## config.mk

```make
export PLATFORM = sky130hd
export DESIGN_NAME = riscv_mc_ctrl
export DESIGN_NICKNAME = d
export VERILOG_FILES = /design/src/rtl/riscv_mc_ctrl.sv
export SDC_FILE = /design/constraint.sdc
export NUM_CORES = 1
export LEC_CHECK = 0
export BUFFER_PORTS_ARGS = -buffer_cell sky130_fd_sc_hd__buf_2
export CAP_MARGIN = 20
export CORE_MARGIN = 2
export CORE_UTILIZATION = 44
export DETAILED_ROUTE_END_ITERATION = 16
export GPL_TIMING_DRIVEN = 0
export PLACE_DENSITY = 0.74
export SYNTH_ARGS = -nofsm -noshare
export SYNTH_HDL_FRONTEND = slang
export SYNTH_SLANG_ARGS = --single-unit
```

## constraint.sdc

```tcl
create_clock -name clk -period 1.99 [get_ports clk]
set_input_delay 0.2985 -clock clk [delete_from_list [all_inputs] [get_ports clk]]
set_output_delay 0.2985 -clock clk [all_outputs]
set_load 0.05 [all_outputs]
```

## src/rtl/riscv_mc_ctrl.sv

```systemverilog
// Multi-cycle RV32I control FSM: FETCH/DECODE/EXEC/MEM/WB sequencing, shared memory port, timeout trap.
// Optional macro RISCV_CTRL_ILLEGAL_TRAP_EN: illegal opcodes trap instead of executing as a NOP.
module riscv_mc_ctrl #(
  parameter int MEM_TIMEOUT = 15,
  parameter int CNT_W       = 4
) (
  input  logic       clk,
  input  logic       rst,
  input  logic [6:0] opcode,
  input  logic       br_taken,
  input  logic       mem_rdy,
  output logic       mem_req,
  output logic       mem_we,
  output logic       mem_addr_sel,
  output logic       ir_we,
  output logic       pc_we,
  output logic [1:0] pc_sel,
  output logic       alu_a_sel,
  output logic       alu_b_sel,
  output logic       rf_we,
  output logic [1:0] wb_sel,
  output logic       retire,
  output logic       bus_err,
  output logic       illegal,
  output logic [2:0] state_o
);
  typedef enum logic [2:0] {
    S_IDLE = 3'd0, S_FETCH = 3'd1, S_DECODE = 3'd2, S_EXEC = 3'd3,
    S_MEM  = 3'd4, S_WB    = 3'd5, S_TRAP   = 3'd6
  } state_e;

  typedef enum logic [3:0] {
    C_ILL, C_LOAD, C_STORE, C_ALUI, C_ALUR, C_BRANCH, C_JAL, C_JALR, C_LUI, C_AUIPC
  } cls_e;

  state_e           state_q, state_d;
  cls_e             cls_q, cls_d;
  logic [CNT_W-1:0] cnt_q, cnt_d;
  logic             bus_err_q, bus_err_d;
  logic             tmo;
`ifdef RISCV_CTRL_ILLEGAL_TRAP_EN
  logic             ill_q, ill_d;
  assign illegal = ill_q;
`else
  assign illegal = 1'b0;
`endif

  function automatic cls_e op_class(input logic [6:0] op);
    case (op)
      7'b0000011: return C_LOAD;
      7'b0100011: return C_STORE;
      7'b0010011: return C_ALUI;
      7'b0110011: return C_ALUR;
      7'b1100011: return C_BRANCH;
      7'b1101111: return C_JAL;
      7'b1100111: return C_JALR;
      7'b0110111: return C_LUI;
      7'b0010111: return C_AUIPC;
      default:    return C_ILL;
    endcase
  endfunction

  assign tmo     = (MEM_TIMEOUT != 0) && (cnt_q == CNT_W'(MEM_TIMEOUT));
  assign bus_err = bus_err_q;
  assign state_o = state_q;

  always_comb begin
    state_d      = state_q;
    cls_d        = cls_q;
    bus_err_d    = bus_err_q;
`ifdef RISCV_CTRL_ILLEGAL_TRAP_EN
    ill_d        = ill_q;
`endif
    mem_req      = 1'b0;
    mem_we       = 1'b0;
    mem_addr_sel = 1'b0;
    ir_we        = 1'b0;
    pc_we        = 1'b0;
    pc_sel       = 2'd0;
    alu_a_sel    = 1'b0;
    alu_b_sel    = 1'b0;
    rf_we        = 1'b0;
    wb_sel       = 2'd0;
    retire       = 1'b0;
    case (state_q)
      S_IDLE: state_d = S_FETCH;
      S_FETCH: begin
        mem_req = 1'b1;
        if (mem_rdy) begin
          ir_we   = 1'b1;
          state_d = S_DECODE;
        end else if (tmo) begin
          bus_err_d = 1'b1;
          state_d   = S_TRAP;
        end
      end
      S_DECODE: begin
        cls_d   = op_class(opcode);
        state_d = S_EXEC;
`ifdef RISCV_CTRL_ILLEGAL_TRAP_EN
        if (cls_d == C_ILL) begin
          ill_d   = 1'b1;
          state_d = S_TRAP;
        end
`endif
      end
      S_EXEC: begin
        alu_a_sel = cls_q inside {C_BRANCH, C_JAL, C_AUIPC};
        alu_b_sel = !(cls_q inside {C_ALUR, C_BRANCH});
        if (cls_q == C_BRANCH) begin
          pc_we   = 1'b1;
          pc_sel  = br_taken ? 2'd1 : 2'd0;
          retire  = 1'b1;
          state_d = S_FETCH;
        end else if (cls_q inside {C_LOAD, C_STORE}) begin
          state_d = S_MEM;
        end else begin
          state_d = S_WB;
        end
      end
      S_MEM: begin
        mem_req      = 1'b1;
        mem_addr_sel = 1'b1;
        mem_we       = (cls_q == C_STORE);
        if (mem_rdy) begin
          if (cls_q == C_STORE) begin
            pc_we   = 1'b1;
            retire  = 1'b1;
            state_d = S_FETCH;
          end else begin
            state_d = S_WB;
          end
        end else if (tmo) begin
          bus_err_d = 1'b1;
          state_d   = S_TRAP;
        end
      end
      S_WB: begin
        // Illegal opcodes only reach WB when they run as a NOP.
        rf_we   = (cls_q != C_ILL);
        wb_sel  = (cls_q == C_LOAD) ? 2'd1 : (cls_q inside {C_JAL, C_JALR}) ? 2'd2 : 2'd0;
        pc_we   = 1'b1;
        pc_sel  = (cls_q == C_JAL) ? 2'd1 : (cls_q == C_JALR) ? 2'd2 : 2'd0;
        retire  = 1'b1;
        state_d = S_FETCH;
      end
      S_TRAP:  state_d = S_TRAP;
      default: state_d = S_IDLE;
    endcase

    if (state_d != state_q)          cnt_d = '0;
    else if (mem_req && !mem_rdy)    cnt_d = cnt_q + 1'b1;
    else                             cnt_d = cnt_q;

    // Architectural side effects are suppressed in the cycle reset is sampled.
    if (rst) begin
      ir_we  = 1'b0;
      pc_we  = 1'b0;
      rf_we  = 1'b0;
      retire = 1'b0;
    end
  end

  always_ff @(posedge clk) begin
    if (rst) begin
      state_q   <= S_IDLE;
      cls_q     <= C_ILL;
      cnt_q     <= '0;
      bus_err_q <= 1'b0;
`ifdef RISCV_CTRL_ILLEGAL_TRAP_EN
      ill_q     <= 1'b0;
`endif
    end else begin
      state_q   <= state_d;
      cls_q     <= cls_d;
      cnt_q     <= cnt_d;
      bus_err_q <= bus_err_d;
`ifdef RISCV_CTRL_ILLEGAL_TRAP_EN
      ill_q     <= ill_d;
`endif
    end
  end
endmodule

```

## After elaboration in Yosys (flattened, before gate mapping)

Cells that the tools add are included.

- Memory bits (read-only): 0
- Bits of input ports: 11
- Latch bits: 0
- Bits in writable memories: 0
- Memories: 0
- Register bits: 12

- Reduce and logical (&&, ||, !) cells: 13
- Divide/modulo/power cells: 0
- Add/sub/neg operators: 1
- Eq/ne operators: 24
- Multiplexer cells: 31
- $lt $le $gt $ge: 0
- Shift operators: 0
- Multiply operators: 0
- Bitwise logic cells: 1

Operators by type and width:

| operator | number |
|---|---|
| one-hot mux 4 bit (9 select lines) | 1 |
| equality test 7 x 6 -> 1 bit, second input constant | 3 |
| equality test 7 bit, second input constant | 3 |
| one-hot mux 3 bit (6 select lines) | 1 |
| 2-to-1 mux 1 bit | 17 |
| equality test 4 x 3 -> 1 bit, second input constant | 4 |
| 2-to-1 mux 3 bit | 5 |
| equality test 7 x 5 -> 1 bit, second input constant | 2 |
| 2-to-1 mux 2 bit | 5 |
| equality test 3 bit, second input constant | 3 |
| equality test 4 bit, second input constant | 2 |
| equality test 7 x 2 -> 1 bit, second input constant | 1 |
| equality test 3 x 2 -> 1 bit, second input constant | 2 |
| nonzero test 2 bit | 3 |
| OR reduction 2 bit | 3 |
| adder 4 x 1 -> 4 bit, second input constant | 1 |
| equality test 4 x 1 -> 1 bit, second input constant | 1 |
| equality test 4 x 2 -> 1 bit, second input constant | 1 |
| one-hot mux 2 bit (2 select lines) | 1 |
| nonzero test 4 bit | 1 |
| equality test 3 x 1 -> 1 bit, second input constant | 1 |
| zero test 3 bit | 1 |
| inequality test 3 bit | 1 |
| one-hot mux 1 bit (3 select lines) | 1 |
| other kinds (5) | 6 |

## Depth between registers and ports, before layout

Gate-level depths: netlist of run 1.

- Depth in word-level cells: 7
- Mapped depth: 6
- Mapped depth without buffers: 5

## Worst setup path before layout of run 1

No wires, ideal clock.

- Kind: register to output
- From: reg cls_q[1]
- To: out retire
- Data arrival time: 2969 ps
- Cell stages (with the launch flop): 7
- Path slack: -1277 ps
- Required time: 1691 ps
- Cell sequence: dfxtp_1 > clkbuf_1 > or4b_1 > nor3b_1 > a21oi_1 > a211oi_1 > buf_4

- Word-level cells in the longest chain between the ends: 5
- Elaborated cells between the ends (all ways): 7
- Those cells by class: eq/ne (2); mux (5)

RTL lines:

| element | RTL line | text |
|---|---|---|
| start, declared | 37 | `cls_e cls_q, cls_d;` |
| start signal, assigned | 175 | `cls_q <= cls_d;` |
| equality test 4 x 2 -> 1 bit | 126 | `if (cls_q == C_STORE) begin` |
| 2-to-1 mux 1 bit (2 in series) | - |  |
| one-hot mux 1 bit (3 select lines) (*) | - |  |
| 2-to-1 mux 1 bit (*) | - |  |
| end, declared | 22 | `output logic retire,` |

Mark *: on every way between the ends. The rest lies on a longest branch, timed or not.

## Worst setup path in the final report of run 1

- From: reg cls_q[0]
- To: out retire

- Word-level cells in the longest chain between the ends: 5
- Elaborated cells between the ends (all ways): 7
- Those cells by class: eq/ne (2); mux (5)

RTL lines:

| element | RTL line | text |
|---|---|---|
| equality test 4 x 2 -> 1 bit | 126 |  |
| 2-to-1 mux 1 bit | 126 |  |
| 2-to-1 mux 1 bit | 125 | `if (mem_rdy) begin` |
| one-hot mux 1 bit (3 select lines) (*) | 85 | `case (state_q)` |
| 2-to-1 mux 1 bit (*) | 156 | `if (rst) begin` |

Marks and branches as above.

==> impl_metrics.toml, run 1 <==
[outcome]
status = "finished with violations"
violations = "negative setup slack"

[route]
routed.top_layer = "met4"
drcViolationCount = 0
met1Wirelength_mm = 1.02
vias = 963
wl_met3_um = 79
drtAntennaViolNets = 0
drtPass1Iterations = 4
drt_wl_total_mm = 2.25
via_per_inst = 5.44
dr_wl_met2_mm = 1.13
dr.first_iter.drc_count = 13
detail_route.wl_per_cell_um = 12.7

[floorplanning]
rows = 16
io_pins = 29
core_um2 = 1900
die_h_um = 48.3
start_util_pct = 45.5
die_x_um = 48.3
die_area_um2 = 2340

[synthesis]
synth-edff-count = 0
synth_flop_cell = "dfxtp_1"
async_flop_share_pct = 0
synth_common_cells = "15 x nor2_1, 12 x dfxtp_1, 9 x nand2_1"
synth.most_common_cell = "nor2_1"
syn_inst = 118
synth_cell_types = 39
yosysSeqAreaShare_pct = 27.8
syn-num-nets = 130
ys_ff_latch = 12
synth_area_leader_cell = "dfxtp_1"
synth_area_per_cell_um2 = 7.33
synthesis.area_um2 = 865
synth-warning-count = 0
ys_top_cells_by_area = "dfxtp_1 28%, nor2_1 6.5%, xor2_1 5.1%, nor3_1 4.6%, nand2_1 3.9%"
synth_top_area_share_pct = 27.8

[global_route]
grt_pass1_wl_mm = 3.84
gr-total-overflow = 0
grt_usage_pct = 20.2
antenna_found_initial = 0
grt_max_degree = 11
grt_pass1_vias = 859

[timing]
rsz0062_at_grt = "true"
skew_ps = 3.48
slew_violations = 0
tightest_slew_ps = 664
min_period_ps = 2290
final.setup.tns_ps = -1170
max_freq_mhz = 436
slew_headroom_pct = 55.7
setup_ws_ps = -305
finalSetupViolations = 7
fin_crit_sh_pct = 115
hold_violations = 0

[place]
hpwl_mm = 1.69
routabilityCongestion = 0.804
pre_cts_ws_ps = -185
numPortBuffers = 27

[clock_tree]
cts_buffer_depth = 2
clkTransAtPathRegs_ps = 80
htreeDepth = 1
cts_sinks = 12
cts_buffers = 3
cts_root_buf = "clkbuf_4"
cts_hold_buf = 0
clock_latency_ps = 280
cts_tree = "yes"

[critical_path]
r2r_setup_slack_ps = 150
cp.arrival_ps = 2000
critPathMaxStageDelay_ps = 570
start_kind = "register"
cp.required_ps = 1690
critPathBufInv = 2
cp_top_family = "simple AND/OR/NAND/NOR gates"
end_kind = "primary output"
crit_chain = "or4b_4 -> nor3b_4 -> a21oi_2 -> a211oi_4 -> buf_6 -> buf_8"
crit_type = "register to primary output"
cp_slowest_cell = "or4b_4"
path_max_fanout = 4

[power_and_ir_drop]
ir_drop_mv = 0.582
p_per_area_nw_per_um2 = 853
p_leak_nw = 0.521

[flow_run]
maxCapViolations = 0

[cells_and_area]
n_antenna_cell = 0
drive_gt1_share_pct = 38.7
synthToLayoutAreaGrowth_pct = 39.9
layout.nets = 163

[min_path]
hold_path_class = "input port to register"
-- power by group --
part | switching, mW | leakage, nW | internal (mW)
Sequential | 0.0180 | 0.101 | 0.260
Clock | 0.0912 | 0.0210 | 0.111
Combinational | 0.386 | 0.399 | 0.166
Total | 0.495 | 0.521 | 0.537
-- cells by family after synthesis --
logic type,Yosys count,share of synthesized area (%)
other,1,0.434
buffers and inverters,12,6.22
AND/OR/NAND/NOR,61,36.6
XOR/XNOR,5,5.06
AO/OA/AOI/OAI,25,21.3
adder cells (fa/ha/maj),1,1.45
flip-flops,12,27.8
multiplexers,1,1.16
-- timing repair --
action	4_1_cts	5_1_grt
resized for setup	11	1
endpoints found under the setup margin	7	7
endpoints found under the hold margin	0	0
setup buffers	3	0
pin swaps	4	0
-- cell usage in the layout, fill, tap and decap left out, types with 2 or more instances in the layout --
| master | n |
|---|---|
| buf_2 | 26 |
| nor2_1 | 14 |
| nand2_1 | 9 |
| nand3_1 | 6 |
| nor3_1 | 6 |
| nand2b_1 | 5 |
| xor2_1 | 5 |
| buf_4 | 5 |
| dfxtp_1 | 5 |
| a21oi_1 | 4 |
| dfxtp_2 | 4 |
| clkbuf_2 | 3 |
| nor2b_1 | 3 |
| inv_1 | 3 |
| and3_1 | 3 |
| a31oi_1 | 3 |
| a211oi_1 | 3 |
| clkbuf_4 | 3 |
| dfxtp_4 | 3 |
| or2_1 | 2 |
| or4_1 | 2 |
-- final timing paths --
| check | endpoint | cells past startpoint | start |
|---|---|---|---|
| worst min register to register | bus_err | 2 | bus_err |
| worst max-delay path | retire | 6 | cls_q[0] |
| worst max register to register | cls_q[3] | 5 | state_o[1] |
| worst min-delay path | cls_q[0] | 2 | opcode[3] |
-- sequential cells by signal, summed over array words and instances (netlist names) --
name     cells
bus_err      1
cls_q        4
cnt_q        4
state_o      3
-- per-layer routing --
metal,vias to the layer above,global-route usage (%)
met2,21,36.6
met3,4,2.16
met1,448,24.9
met5,-,0
li1,490,-
met4,0,7.14
-- cell type report --
class	count	area, µm²
Sequential cell	12	256
Timing Repair Buffer	30	170
Tap cell	27	33.8
Multi-Input combinational cell	94	659
Inverter	3	11.3
Buffer	7	42.5
Clock buffer	4	36.3
Fill cell	185	692
-- per-stage QoR --
step / area, µm² / hold WS (ps) / total power [mW] / cells / utilization [%]
finish: 1210 / 262 / 1.03 / 177 / 63.6
global route: 1210 / 275 / 1.09 / 177 / 63.6
CTS: 1210 / 260 / 1.03 / 177 / 63.5
detailed placement: 1150 / 466 / 0.822 / 172 / 60.5
global placement: 1150 / 464 / 0.811 / 172 / 60.5
floorplan: 981 / 378 / 0.710 / 118 / -
No activity file was read; power rests on OpenSTA's default activity.
==> run 2: changes to the inputs <==
CORE_UTILIZATION = 46   (was 44)
CTS_BUF_LIST = sky130_fd_sc_hd__clkbuf_8   (was not set)
PLACE_DENSITY = 0.77   (was 0.74)
==> impl_metrics.toml, run 2 (synthesized netlist as in run 1, its figures left out) <==
[clock_tree]
cts_buffer_depth = 2
cts_hold_buf = 0
cts_buffers = 3
clkTransAtPathRegs_ps = 50
cts_tree = "yes"
htreeDepth = 1
clock_latency_ps = 240
cts_root_buf = "clkbuf_8"
cts_sinks = 12

[timing]
slew_headroom_pct = 56.4
setup_ws_ps = -227
worst_hold_slack_ps = 308
final.setup.tns_ps = -913
finalSetupViolations = 7
min_period_ps = 2220
max_freq_mhz = 451
hold_violations = 0
rsz0062_at_grt = "true"
slew_violations = 0
skew_ps = 1.87
fin_crit_sh_pct = 111
tightest_slew_ps = 654

[route]
via_per_inst = 5.51
met1Wirelength_mm = 1.11
dr_wl_met2_mm = 1.19
drtPass1Iterations = 4
wl_met3_um = 51
vias = 986
drtAntennaViolNets = 0
detail_route.wl_per_cell_um = 13.3
routed.top_layer = "met4"
dr.first_iter.drc_count = 28
drt_wl_total_mm = 2.38
drcViolationCount = 0

[critical_path]
end_kind = "primary output"
critPathMaxStageDelay_ps = 570
crit_chain = "or4b_4 -> nor3b_4 -> a21oi_2 -> a211oi_4 -> buf_6 -> buf_8"
cp.required_ps = 1690
r2r-start = "state_o[1]"
start_kind = "register"
cp_slowest_cell = "or4b_4"
r2r_setup_slack_ps = 140
reg2reg_depth = 5
path_max_fanout = 3
critPathBufInv = 2
cp_top_family = "simple AND/OR/NAND/NOR gates"
cp.arrival_ps = 1920
crit_type = "register to primary output"
reg2reg_to = "cls_q[3]"

[outcome]
violations = "negative setup slack"
status = "finished with violations"

[power_and_ir_drop]
p_clk_share_pct = 20.7
switching_share_pct = 46.4
p_seq_share_pct = 26.8
pwr-share-comb_pct = 52.5
power_mw = 1.05
p_int_mw = 0.562
p_per_area_nw_per_um2 = 836
p_leak_nw = 0.550
p_sw_mw = 0.487
ir_drop_mv = 0.573

[floorplanning]
io_pins = 29
die_x_um = 47.4
start_util_pct = 49.5
core_um2 = 1750
die_area_um2 = 2240
rows = 15
die_h_um = 47.4

[place]
pre_cts_ws_ps = -172
dp.cells = 170
hpwl_mm = 1.70
numPortBuffers = 27
placed_area_um2 = 1150
routabilityCongestion = 0.839

[global_route]
grt_pass1_wl_mm = 3.91
grt_pass1_vias = 894
antenna_found_initial = 0
grt_usage_pct = 25.0
grt_max_degree = 11
gr-total-overflow = 0

[cells_and_area]
finish.utilization_pct = 71.9
layout.nets = 168
final_common_cell = "buf_2"
fin_area_um2 = 1250
fin_cells = 179
synthToLayoutAreaGrowth_pct = 45.2
n_antenna_cell = 0
final_cell_mix = "26 x buf_2, 14 x nor2_1, 9 x nand2_1, 9 x buf_4"
drive_gt1_share_pct = 40.3

[min_path]
hold_path_end = "cls_q[0]"
hp-start = "opcode[3]"
hold_path_class = "input port to register"
hold_path_depth = 2

[flow_run]
maxCapViolations = 0
## run 2: cell count changes in the layout (fill, tap and decap cells not counted)
cell | previous run | this run
buf_4 | 5 | 9
dfxtp_4 | 3 | 2
clkbuf_8 | 1 | 3
clkbuf_4 | 3 | 0
buf_8 | 1 | 2
dfxtp_2 | 4 | 5
## run 2: cell type report
cell class              instances  area, µm²
plain buffers                   8       57.6
clock buffers                   3       41.3
fillers                       146        490
inverters                       3       11.3
multi-input cells              94        659
flip-flops and latches         12        254
well taps                      25       31.3
repair buffers                 34        200
## run 2: worst register-to-register path, delay by kind of cell (launching register included)
family	cells	cell delay [ps]
DFF	1	360
buffers and inverters	1	160
and+or+nand+nor	3	1110
AOI/OAI and AO/OA	1	150
## run 2: worst max path at each step
stage / from / to / slack (ps) / cells past startpoint
final: cls_q[3] / retire / -230 / 6
after global routing: cls_q[3] / retire / -300 / 6
after CTS: cls_q[1] / retire / -260 / 7
after detailed placement: cls_q[2] / retire / -170 / 6
after global placement: cls_q[0] / retire / -160 / 7
after floorplan: cls_q[0] / retire / -340 / 6
## run 2: metal layers
metal  vias to the layer above  global-route usage, %
met5                         -                      0
met4                         0                   8.33
met3                         4                   4.62
met2                        18                   43.8
met1                       463                   30.6
li1                        501                      -
## run 2: power groups by stage
stage / Combinational, mW / Clock [mW] / Sequential, mW
2_1_floorplan: 0.363 / 0 / 0.347
3_3_place_gp: 0.524 / 0 / 0.287
3_5_place_dp: 0.531 / 0 / 0.288
4_1_cts: 0.550 / 0.219 / 0.280
5_1_grt: 0.594 / 0.227 / 0.284
6_report: 0.551 / 0.217 / 0.281
## run 2: repair_timing
action	4_1_cts	5_1_grt
resized for setup	11	1
endpoints found under the setup margin	7	7
pin swaps	4	1
buffers inserted	7	0
